[config.mk]
export PLATFORM = sky130hd
export DESIGN_NAME = ss2_host_tx
export DESIGN_NICKNAME = d
export VERILOG_FILES = /design/src/rtl/ss2_host_tx.sv
export SDC_FILE = /design/constraint.sdc
export NUM_CORES = 2
export LEC_CHECK = 0
export ABC_CLOCK_PERIOD_IN_PS = 36100
export BUFFER_PORTS_ARGS = -buffer_cell sky130_fd_sc_hd__buf_2
export CORE_MARGIN = 2
export CORE_UTILIZATION = 65
export CTS_BUF_LIST = sky130_fd_sc_hd__clkbuf_2
export DETAILED_ROUTE_END_ITERATION = 10
export HOLD_SLACK_MARGIN = 0.02
export MAX_ROUTING_LAYER = met4
export PLACE_DENSITY = 0.81
export SLEW_MARGIN = 40
export SYNTH_ARGS = -nofsm -noshare
export SYNTH_HDL_FRONTEND = slang
export SYNTH_SLANG_ARGS = --single-unit
[constraint.sdc]
create_clock -name clk -period 36.1 [get_ports clk]
set_input_delay 0 -clock clk [delete_from_list [all_inputs] [get_ports clk]]
set_output_delay 0 -clock clk [all_outputs]
set_load 0.03 [all_outputs]
[src/rtl/ss2_host_tx.sv]
`default_nettype none
// ============================================================================
// Module   : ss2_host_tx
// Brief    : SimpleSerial v2 host transmitter - CRC-8, COBS framing, 8N1 UART.
// Revision : 1.0 - initial release
// ============================================================================
module ss2_host_tx #(
    parameter int pBIT_RATE = 6,
    parameter int pMAX_RAW  = 252
) (
    input  logic       clk,
    input  logic       reset,
    input  logic [7:0] s_data,
    input  logic       s_valid,
    input  logic       s_last,
    output logic       s_ready,
    output logic       txd,
    output logic       busy,
    output logic       done,
    output logic       overflow
);

    localparam int              c_BW       = (pBIT_RATE > 1) ? $clog2(pBIT_RATE) : 1;
    localparam logic [c_BW-1:0] c_BIT_LAST = c_BW'(pBIT_RATE - 1);
    localparam logic [c_BW-1:0] c_BW_ONE   = c_BW'(1);
    localparam logic [7:0]      c_MAX_RAW  = 8'(pMAX_RAW);

    localparam logic [2:0] c_ST_LOAD  = 3'd0;
    localparam logic [2:0] c_ST_CRC   = 3'd1;
    localparam logic [2:0] c_ST_LINK  = 3'd2;
    localparam logic [2:0] c_ST_SEND  = 3'd3;
    localparam logic [2:0] c_ST_DELIM = 3'd4;
    localparam logic [2:0] c_ST_DROP  = 3'd5;

    logic [2:0]      r_state, w_next;
    logic            r_ready_en;
    logic [7:0]      r_cnt, r_lz, r_crc, r_end, r_idx;
    logic [3:0]      r_bit;
    logic [c_BW-1:0] r_bcnt;
    logic [7:0]      r_buf [256];

    logic            w_ready, w_accept, w_ovf_byte, w_bit_end, w_byte_end, w_txbit;
    logic [7:0]      w_idx, w_link_end, w_txbyte;
    logic [2:0]      w_sel;
    logic            w_we;
    logic [7:0]      w_waddr, w_wdata;

    function automatic logic [7:0] crc8_byte(input logic [7:0] crc, input logic [7:0] d);
        logic [7:0] c;
        c = crc ^ d;
        for (int k = 0; k < 8; k++)
            c = c[7] ? ((c << 1) ^ 8'h4D) : (c << 1);
        return c;
    endfunction

    assign w_ready    = r_ready_en && ((r_state == c_ST_LOAD) || (r_state == c_ST_DROP));
    assign s_ready    = w_ready;
    assign w_accept   = s_valid && w_ready;
    assign w_ovf_byte = (r_cnt == c_MAX_RAW);
    assign w_idx      = r_cnt + 8'd1;
    assign w_link_end = r_cnt + 8'd2;
    assign w_bit_end  = (r_bcnt == c_BIT_LAST);
    assign w_byte_end = w_bit_end && (r_bit == 4'd9);
    assign w_txbyte   = (r_state == c_ST_DELIM) ? 8'h00 : r_buf[r_idx];
    assign w_sel      = 3'(r_bit - 4'd1);
    // r_bit: 0 = start, 1..8 = data LSB first, 9 = stop
    assign w_txbit    = (r_bit == 4'd0) ? 1'b0 : (r_bit == 4'd9) ? 1'b1 : w_txbyte[w_sel];

    always_ff @(posedge clk or posedge reset) begin
        if (reset) r_state <= c_ST_LOAD;
        else       r_state <= w_next;
    end

    always_comb begin
        w_next   = r_state;
        busy     = 1'b1;
        done     = 1'b0;
        overflow = 1'b0;
        txd      = 1'b1;
        w_we     = 1'b0;
        w_waddr  = 8'h00;
        w_wdata  = 8'h00;
        case (r_state)
            c_ST_LOAD: begin
                busy = 1'b0;
                if (w_accept) begin
                    if (w_ovf_byte) begin
                        overflow = 1'b1;
                        w_next   = s_last ? c_ST_LOAD : c_ST_DROP;
                    end else begin
                        w_we = 1'b1;
                        if (s_data != 8'h00) begin
                            w_waddr = w_idx;
                            w_wdata = s_data;
                        end else begin
                            w_waddr = r_lz;
                            w_wdata = w_idx - r_lz;
                        end
                        if (s_last) w_next = c_ST_CRC;
                    end
                end
            end
            c_ST_CRC: begin
                w_we = 1'b1;
                if (r_crc != 8'h00) begin
                    w_waddr = w_idx;
                    w_wdata = r_crc;
                end else begin
                    w_waddr = r_lz;
                    w_wdata = w_idx - r_lz;
                end
                w_next = c_ST_LINK;
            end
            c_ST_LINK: begin
                w_we    = 1'b1;
                w_waddr = r_lz;
                w_wdata = w_link_end - r_lz;
                w_next  = c_ST_SEND;
            end
            c_ST_SEND: begin
                txd = w_txbit;
                if (w_byte_end && (r_idx == r_end - 8'd1)) w_next = c_ST_DELIM;
            end
            c_ST_DELIM: begin
                txd = w_txbit;
                if (w_byte_end) begin
                    done   = 1'b1;
                    w_next = c_ST_LOAD;
                end
            end
            c_ST_DROP: begin
                busy = 1'b0;
                if (w_accept && s_last) w_next = c_ST_LOAD;
            end
            default: w_next = c_ST_LOAD;
        endcase
    end

    always_ff @(posedge clk) begin
        if (w_we) r_buf[w_waddr] <= w_wdata;
    end

    always_ff @(posedge clk or posedge reset) begin
        if (reset) begin
            r_ready_en <= 1'b0;
            r_cnt      <= 8'h00;
            r_lz       <= 8'h00;
            r_crc      <= 8'h00;
            r_end      <= 8'h00;
            r_idx      <= 8'h00;
            r_bit      <= 4'd0;
            r_bcnt     <= '0;
        end else begin
            r_ready_en <= 1'b1;
            case (r_state)
                c_ST_LOAD: begin
                    if (w_accept) begin
                        if (w_ovf_byte) begin
                            r_cnt <= 8'h00;
                            r_lz  <= 8'h00;
                            r_crc <= 8'h00;
                        end else begin
                            r_cnt <= w_idx;
                            r_crc <= crc8_byte(r_crc, s_data);
                            if (s_data == 8'h00) r_lz <= w_idx;
                        end
                    end
                end
                c_ST_CRC: begin
                    if (r_crc == 8'h00) r_lz <= w_idx;
                end
                // Frame length is latched here so the load registers start clean next frame
                c_ST_LINK: begin
                    r_end  <= w_link_end;
                    r_cnt  <= 8'h00;
                    r_lz   <= 8'h00;
                    r_crc  <= 8'h00;
                    r_idx  <= 8'h00;
                    r_bit  <= 4'd0;
                    r_bcnt <= '0;
                end
                c_ST_SEND, c_ST_DELIM: begin
                    if (w_bit_end) begin
                        r_bcnt <= '0;
                        if (r_bit == 4'd9) begin
                            r_bit <= 4'd0;
                            r_idx <= r_idx + 8'd1;
                        end else begin
                            r_bit <= r_bit + 4'd1;
                        end
                    end else begin
                        r_bcnt <= r_bcnt + c_BW_ONE;
                    end
                end
                default: ;
            endcase
        end
    end

endmodule
`default_nettype wire

# Word-level counts from Yosys, hierarchy flattened
# Memories as Yosys holds them, arrays and structs flattened.
# Index checks and enable logic that the tools add are counted.
[word_totals] mem_bits_ro=0 ff_bits=51 ramBits=2048 n_memories=1 latch_bits=0 out_inout_bits=5
[memory_table] name="r_buf" words=256 word_bits=8 read_ports=1 rd_ports_with_merged_regs=0 write_ports=1 line="40" text="logic [7:0] r_buf [256];"
[classes] magnitude_cmp=1 bitwise_logic=9 n_shift=0 addsub=9 reduce_logical=23 eq_ne=18 div=0 multipliers=0 mux=62
[ops] cell="$mux W8" count=19
[ops] cell="$pmux W8 S3" count=3
[ops] cell="$mux W7" count=8
[ops] cell="$pmux W8 S2" count=3
[ops] cell="$not A4 Y4" count=8
[ops] cell="$mux W3" count=8
[ops] cell="$pmux W3 S6" count=1
[ops] cell="$add A8 B1 Y8 const B" count=2
[ops] cell="$logic_not A8 Y1" count=2
[ops] cell="$reduce_bool A8 Y1" count=2
[ops] cell="$sub A8 B8 Y8" count=2
[ops] cell="$mux W1" count=14
[ops] cell="$eq A3 B3 Y1 const B" count=3
[ops] cell="$add A8 B2 Y8 const B" count=1
[ops] cell="$eq A8 B8 Y1" count=1
[ops] cell="$eq A8 B8 Y1 const B" count=1
[ops] cell="$mux W4" count=2
[ops] cell="$ne A2 B2 Y1 const B" count=4
[ops] cell="$pmux W4 S2" count=1
[ops] cell="$sub A8 B1 Y8 const B" count=1
[ops] cell="$xor A8 B8 Y8" count=1
[ops] cell="$eq A3 B2 Y1 const B" count=2
[ops] cell="$ne A2 B1 Y1 const B" count=3
[ops] cell="$pmux W3 S2" count=1
[ops] cell="other kinds (21)" count=29

# Longest topological paths before layout
[depth] ltp_word=20 mapped_depth=15 mapped_depth_nobuf=13

# Worst setup path before layout
# No wires, ideal clock.
[synth_path] kind="register -> register" start="register r_cnt[0]" end="memory r_buf[0][3], data pin" slack_ns=21.790 arrival_ns=12.076 required_time_ns=33.866 path_stages_with_launch=9 synth_period_minus_slack_ns=14.310 path_cell_list="dfrtp_1 -> clkbuf_1 -> inv_1 -> ha_1 -> ha_1 -> nor2b_1 -> o21ai_0 -> a21oi_1 -> o31ai_1"
[synth_between] elab_chain_cells=6
[synth_lines] element="start, declared" line="37" text="logic [7:0] r_cnt, r_lz, r_crc, r_end, r_idx;"
[synth_lines] element="start signal, assigned" line="163" text="r_cnt <= w_idx;"
[synth_lines] element="$add A8 B1 Y8" line="60" text="assign w_idx = r_cnt + 8'd1;"
[synth_lines] element="$sub A8 B8 Y8" line="97, 110"
[synth_lines] element="$mux W8" line="92" text="if (s_data != 8'h00) begin"
[synth_lines] element="$mux W8" line="87" text="if (w_ovf_byte) begin"
[synth_lines] element="$mux W8" line="86" text="if (w_accept) begin"
[synth_lines] element="$pmux W8 S3 *" line="83" text="case (r_state)"
[synth_lines] element="net w_wdata[3]" line="46" text="logic [7:0] w_waddr, w_wdata;"
[synth_lines] element="end, declared" line="40"
# The timed path passes the listed nets; every way through them passes the cells marked *.

# Final worst setup path
[layout_path] start="register r_idx[2]" end="output port txd"
[layout_between] elab_chain_cells=7
[layout_lines] element="start, declared" line="37"
[layout_lines] element="start signal, assigned" line="187" text="r_idx <= r_idx + 8'd1;"
[layout_lines] element="$mem_v2 Z256 W8"
[layout_lines] element="$mux W8" line="64" text="assign w_txbyte = (r_state == c_ST_DELIM) ? 8'h00 : r_buf[r_idx];"
[layout_lines] element="$bmux W1 S3" line="67" text="assign w_txbit = (r_bit == 4'd0) ? 1'b0 : (r_bit == 4'd9) ? 1'b1 : w_txbyte[w_sel];"
[layout_lines] element="$mux W1 (not written as such)" line="67"
[layout_lines] element="$mux W1 (2 in a row)" line="67"
[layout_lines] element="$mux W1" line="83"
[layout_lines] element="end, declared" line="17" text="output logic txd,"
# No other way between the ends. The select of a mux whose other input is x is not followed.

==> run summary <==
The biggest area contributor in the post-synthesis netlist is edfxtp_1. The worst setup path is launched from a flip-flop. The total area of multi-input combinational cells is 0.02022 mm^2. Once detail routing completed, the nets flagged for antenna violations numbered 0. The critical path in this run is classified as reg -> out.

The area share of the leading cell type in the synthesized netlist is 72.93%. The die width is 364.2 um. The depth of the worst register-to-register path came out at 15. For this run, the leading register cell type out of synthesis is edfxtp_1.

The number of placement rows came out at 132. The worst-case register-to-register setup slack is 30.54 ns. The starting DRC count in detailed routing is 7888. After synthesis, the cell types taking the most area are edfxtp_1 (73%), mux4_2 (11%), mux2i_1 (2.3%), nor2_1 (1.5%), dfrtp_1 (1.5%). The number of fill cells in the layout came out at 7727. By instance count, the leading cell after synthesis is edfxtp_1. The H-tree depth reported by CTS came out at 5.

The pin count of the biggest net entering global routing came out at 193. The average via count per standard cell is 6.871. Ranked by instance count, the synthesized netlist is headed by edfxtp_1 (2048), mux4_2 (427), nor2_1 (345), mux2i_1 (193), nand2_1 (184). The maximum buffer depth of the clock tree is 4. The count of final hold-check violations is 0. For this run, the detailed router's first-pass iteration total came to 11. The final reports fail on design-rule violations. Once routing completed, OpenROAD measured the worst setup slack at 28.05 ns. The number of antenna violations at the first check in global routing came out at 9. The cell chosen for the clock root is clkbuf_2.

For this run, asynchronously set or reset flops after synthesis account for 2.430%. The count of maximum capacitance violations came out at 0. The actual transition at the worst max-transition pin is 1.218 ns. The worst ir drop on vdd is 0.06805 mV.

The number of global-route vias before repair is 46070. The mapped netlist covers 0.08432 mm^2. The starting utilization of the core area is 65.29%. The die covers 0.1326 mm^2. For this run, the top clock speed supported by timing is 124.2 MHz. For this run, the number of standard cells in the final layout without fillers is 6833.

After global routing the overflow that remains totals 0. Before CTS, the worst setup slack after placement is 29.41 ns. The number of pins with negative max-slew slack in the final report is 0. The final setup violation count came out at 0. The number of buffers added for setup after CTS came out at 0. After technology mapping, the gate count stands at 4290. The final sum of negative setup slack came out at 0 ns. For this run, design rule violations remaining after detail routing come to 2. In this run the critical register-to-register path is captured at r_buf[2][7]. The sequential share of the synthesized area came out at 74.45%. The total nets after synthesis is 4327. The quantity of I/O buffers inserted on ports is 16. The die height is 364.2 um. The startpoint identified for the worst register-to-register timing path is r_cnt[0]. The clock tree from TritonCTS is built. After detailed routing, the total wire length is 218100 um. The number of unique standard cell types used by synthesis is 90. At the end of routability-driven placement, the weighted congestion stood at 0.9267. The total via count after detailed routing came out at 46950. Cells with a size suffix above 1 make up 29.02% of the layout. Counting I/O delays and the setup requirement, the final critical path takes 8.053 ns. The required time of the critical path came out at 36.10 ns. The final-stage net count is 4748. The tightest slew margin relative to the limit came out at 18.80%. The post-synthesis register bit count is 2099. The number of top-level pins came out at 17. The tree built by TritonCTS fans out to 2099 sinks.

The core region area is 0.1292 mm^2. STA classifies the critical path endpoint as an output port. The placed cell area came out at 0.08612 mm^2. After detailed routing, the average wire length per cell comes to 31.91 um. In this run, synthesis inferred 2048 flip-flops with an integrated enable. The worst hold path belongs to the class in -> async. The latest clock arrival within the worst-skew pair is 1.85 ns.

The layout overhead on the synthesized area is 8.066%. Setup repair after global routing left no endpoint under its margin. The sequential cell area came out at 0.06280 mm^2. On the final layout, the worst clock skew is 0.1721 ns. The tightest hold path in the finished design has a slack of 0.2793 ns.

The worst-path maximum fanout came out at 78. The wire length of the first global-routing pass is 313700 um. The flow ran to the end, but the final reports show violations. The number of cells after detailed placement came out at 5905. The synthesized area per cell is 19.66 um^2.

At the worst endpoint, the arrival time is 8.05 ns. The static power due to leakage came out at 28.89 nW. Clock-pin slew was measured on the worst setup and hold paths at 0.12 ns. The post-route cell area is 0.09112 mm^2. The total half-perimeter wirelength after legalization and detailed placement came out at 129200 um.

The number of CTS-inserted buffers came out at 490. For this run, the total global-route usage over all layers was measured as 34.45%. The power density over cell area is 60.32 mW/mm^2. The final critical path takes up 22.31% of the cycle. The Yosys step of the flow raised 0 warnings.
registers in the layout, indices dropped and copies added (netlist names):
| register | cells |
|---|---|
| r_end | 8 |
| r_bit | 4 |
| r_crc | 8 |
| r_state | 3 |
| r_idx | 8 |
| r_ready_en | 1 |
| r_bcnt | 3 |
| r_lz | 8 |
| r_buf | 2048 |
| r_cnt | 8 |
worst max-delay path, stage by stage (launching register included):
cell and delay (ns):
dfrtp_4 0.75, buf_12 0.46, nand3_2 0.75, buf_4 0.54, o221ai_1 0.27, a221oi_1 0.09, a2111oi_1 0.81, nor4_1 0.19
nor3_1 0.86, o2111ai_1 0.28, a31o_1 0.27, a31oi_2 0.49, buf_2 0.32
layer usage:
| metal | global-route usage, % | routed length, um |
|---|---|---|
| met2 | 49.31 | 100600 |
| met1 | 46.05 | 75570 |
| met5 | - | 0 |
| met3 | 11.73 | 32720 |
| met4 | 14.06 | 9176 |
worst max path at each step:
stage                  start  slack, ns          end
floorplan           r_cnt[0]      21.79  r_buf[0][3]
global placement    r_idx[0]      29.12          txd
detailed placement  r_idx[0]      29.41          txd
CTS                 r_idx[0]      27.33          txd
global route        r_idx[0]      27.86          txd
finish              r_idx[2]      28.05          txd
report_power, final:
group / switching, W / internal (W) / total, W
Sequential: 0.0000235 / 0.00312 / 0.00315
Clock: 0.000910 / 0.000518 / 0.00143
Combinational: 0.000736 / 0.000187 / 0.000923
Total: 0.00167 / 0.00383 / 0.00550
timing repair:
item / in CTS / in global routing
hold endpoints to repair: 2575 / 0
hold buffers: 53 / 0
gates resized for setup: 0 / 0
cells by family (layout without fill, tap and decap cells):
| group | Yosys count | after routing | synth area share (%) |
|---|---|---|---|
| buffers and inverters | 294 | 1076 | 2.215 |
| other | 1 | 20 | 0.004447 |
| and+or+nand+nor | 675 | 675 | 3.425 |
| AOI/OAI and AO/OA | 457 | 457 | 3.719 |
| xor gates and xnor gates | 66 | 66 | 0.6855 |
| muxes | 673 | 673 | 15.12 |
| adders and majority gates | 25 | 25 | 0.3888 |
| DFF | 2099 | 2099 | 74.45 |
layout by cell type, fill, tap and decap left out, drive strengths merged, types with 13 or more instances in the layout:
cell type,Yosys,final
a221oi,19,19
a31oi,13,13
edfxtp,2048,2048
xor2,26,26
dfrtp,51,51
o211ai,16,16
nand3,33,33
a21oi,86,86
o221ai,32,32
inv,39,45
a22oi,46,46
o22ai,33,33
mux4,467,467
diode,0,19
nor3,30,30
xnor2,40,40
o31ai,13,13
clkinv,2,149
buf,195,128
nor2,345,345
dlygate4sd3,0,53
ha,23,23
a211oi,19,19
mux2i,193,193
o21ai,96,96
mux2,13,13
nand2,184,184
clkbuf,58,701
nor2b,14,14
final cells by class:
type,count,share of cell area [%]
repair buffers,182,1.777
multi-input cells,1897,22.19
clock buffers,700,3.845
inverters,41,0.1716
clock inverters,153,0.6550
flip-flops and latches,2099,68.91
diodes,19,0.05218
well taps,1742,2.392
per-stage QoR:
| stage | total power (W) | utilization, % |
|---|---|---|
| after CTS | 0.005466 | 70.26 |
| after global routing | 0.005679 | 70.54 |
| final | 0.005497 | 70.55 |
| after detailed placement | 0.004043 | 66.68 |
| after floorplan | 0.003867 | - |
| after global placement | 0.003990 | 66.48 |
No activity file was read; power rests on OpenSTA's default activity.
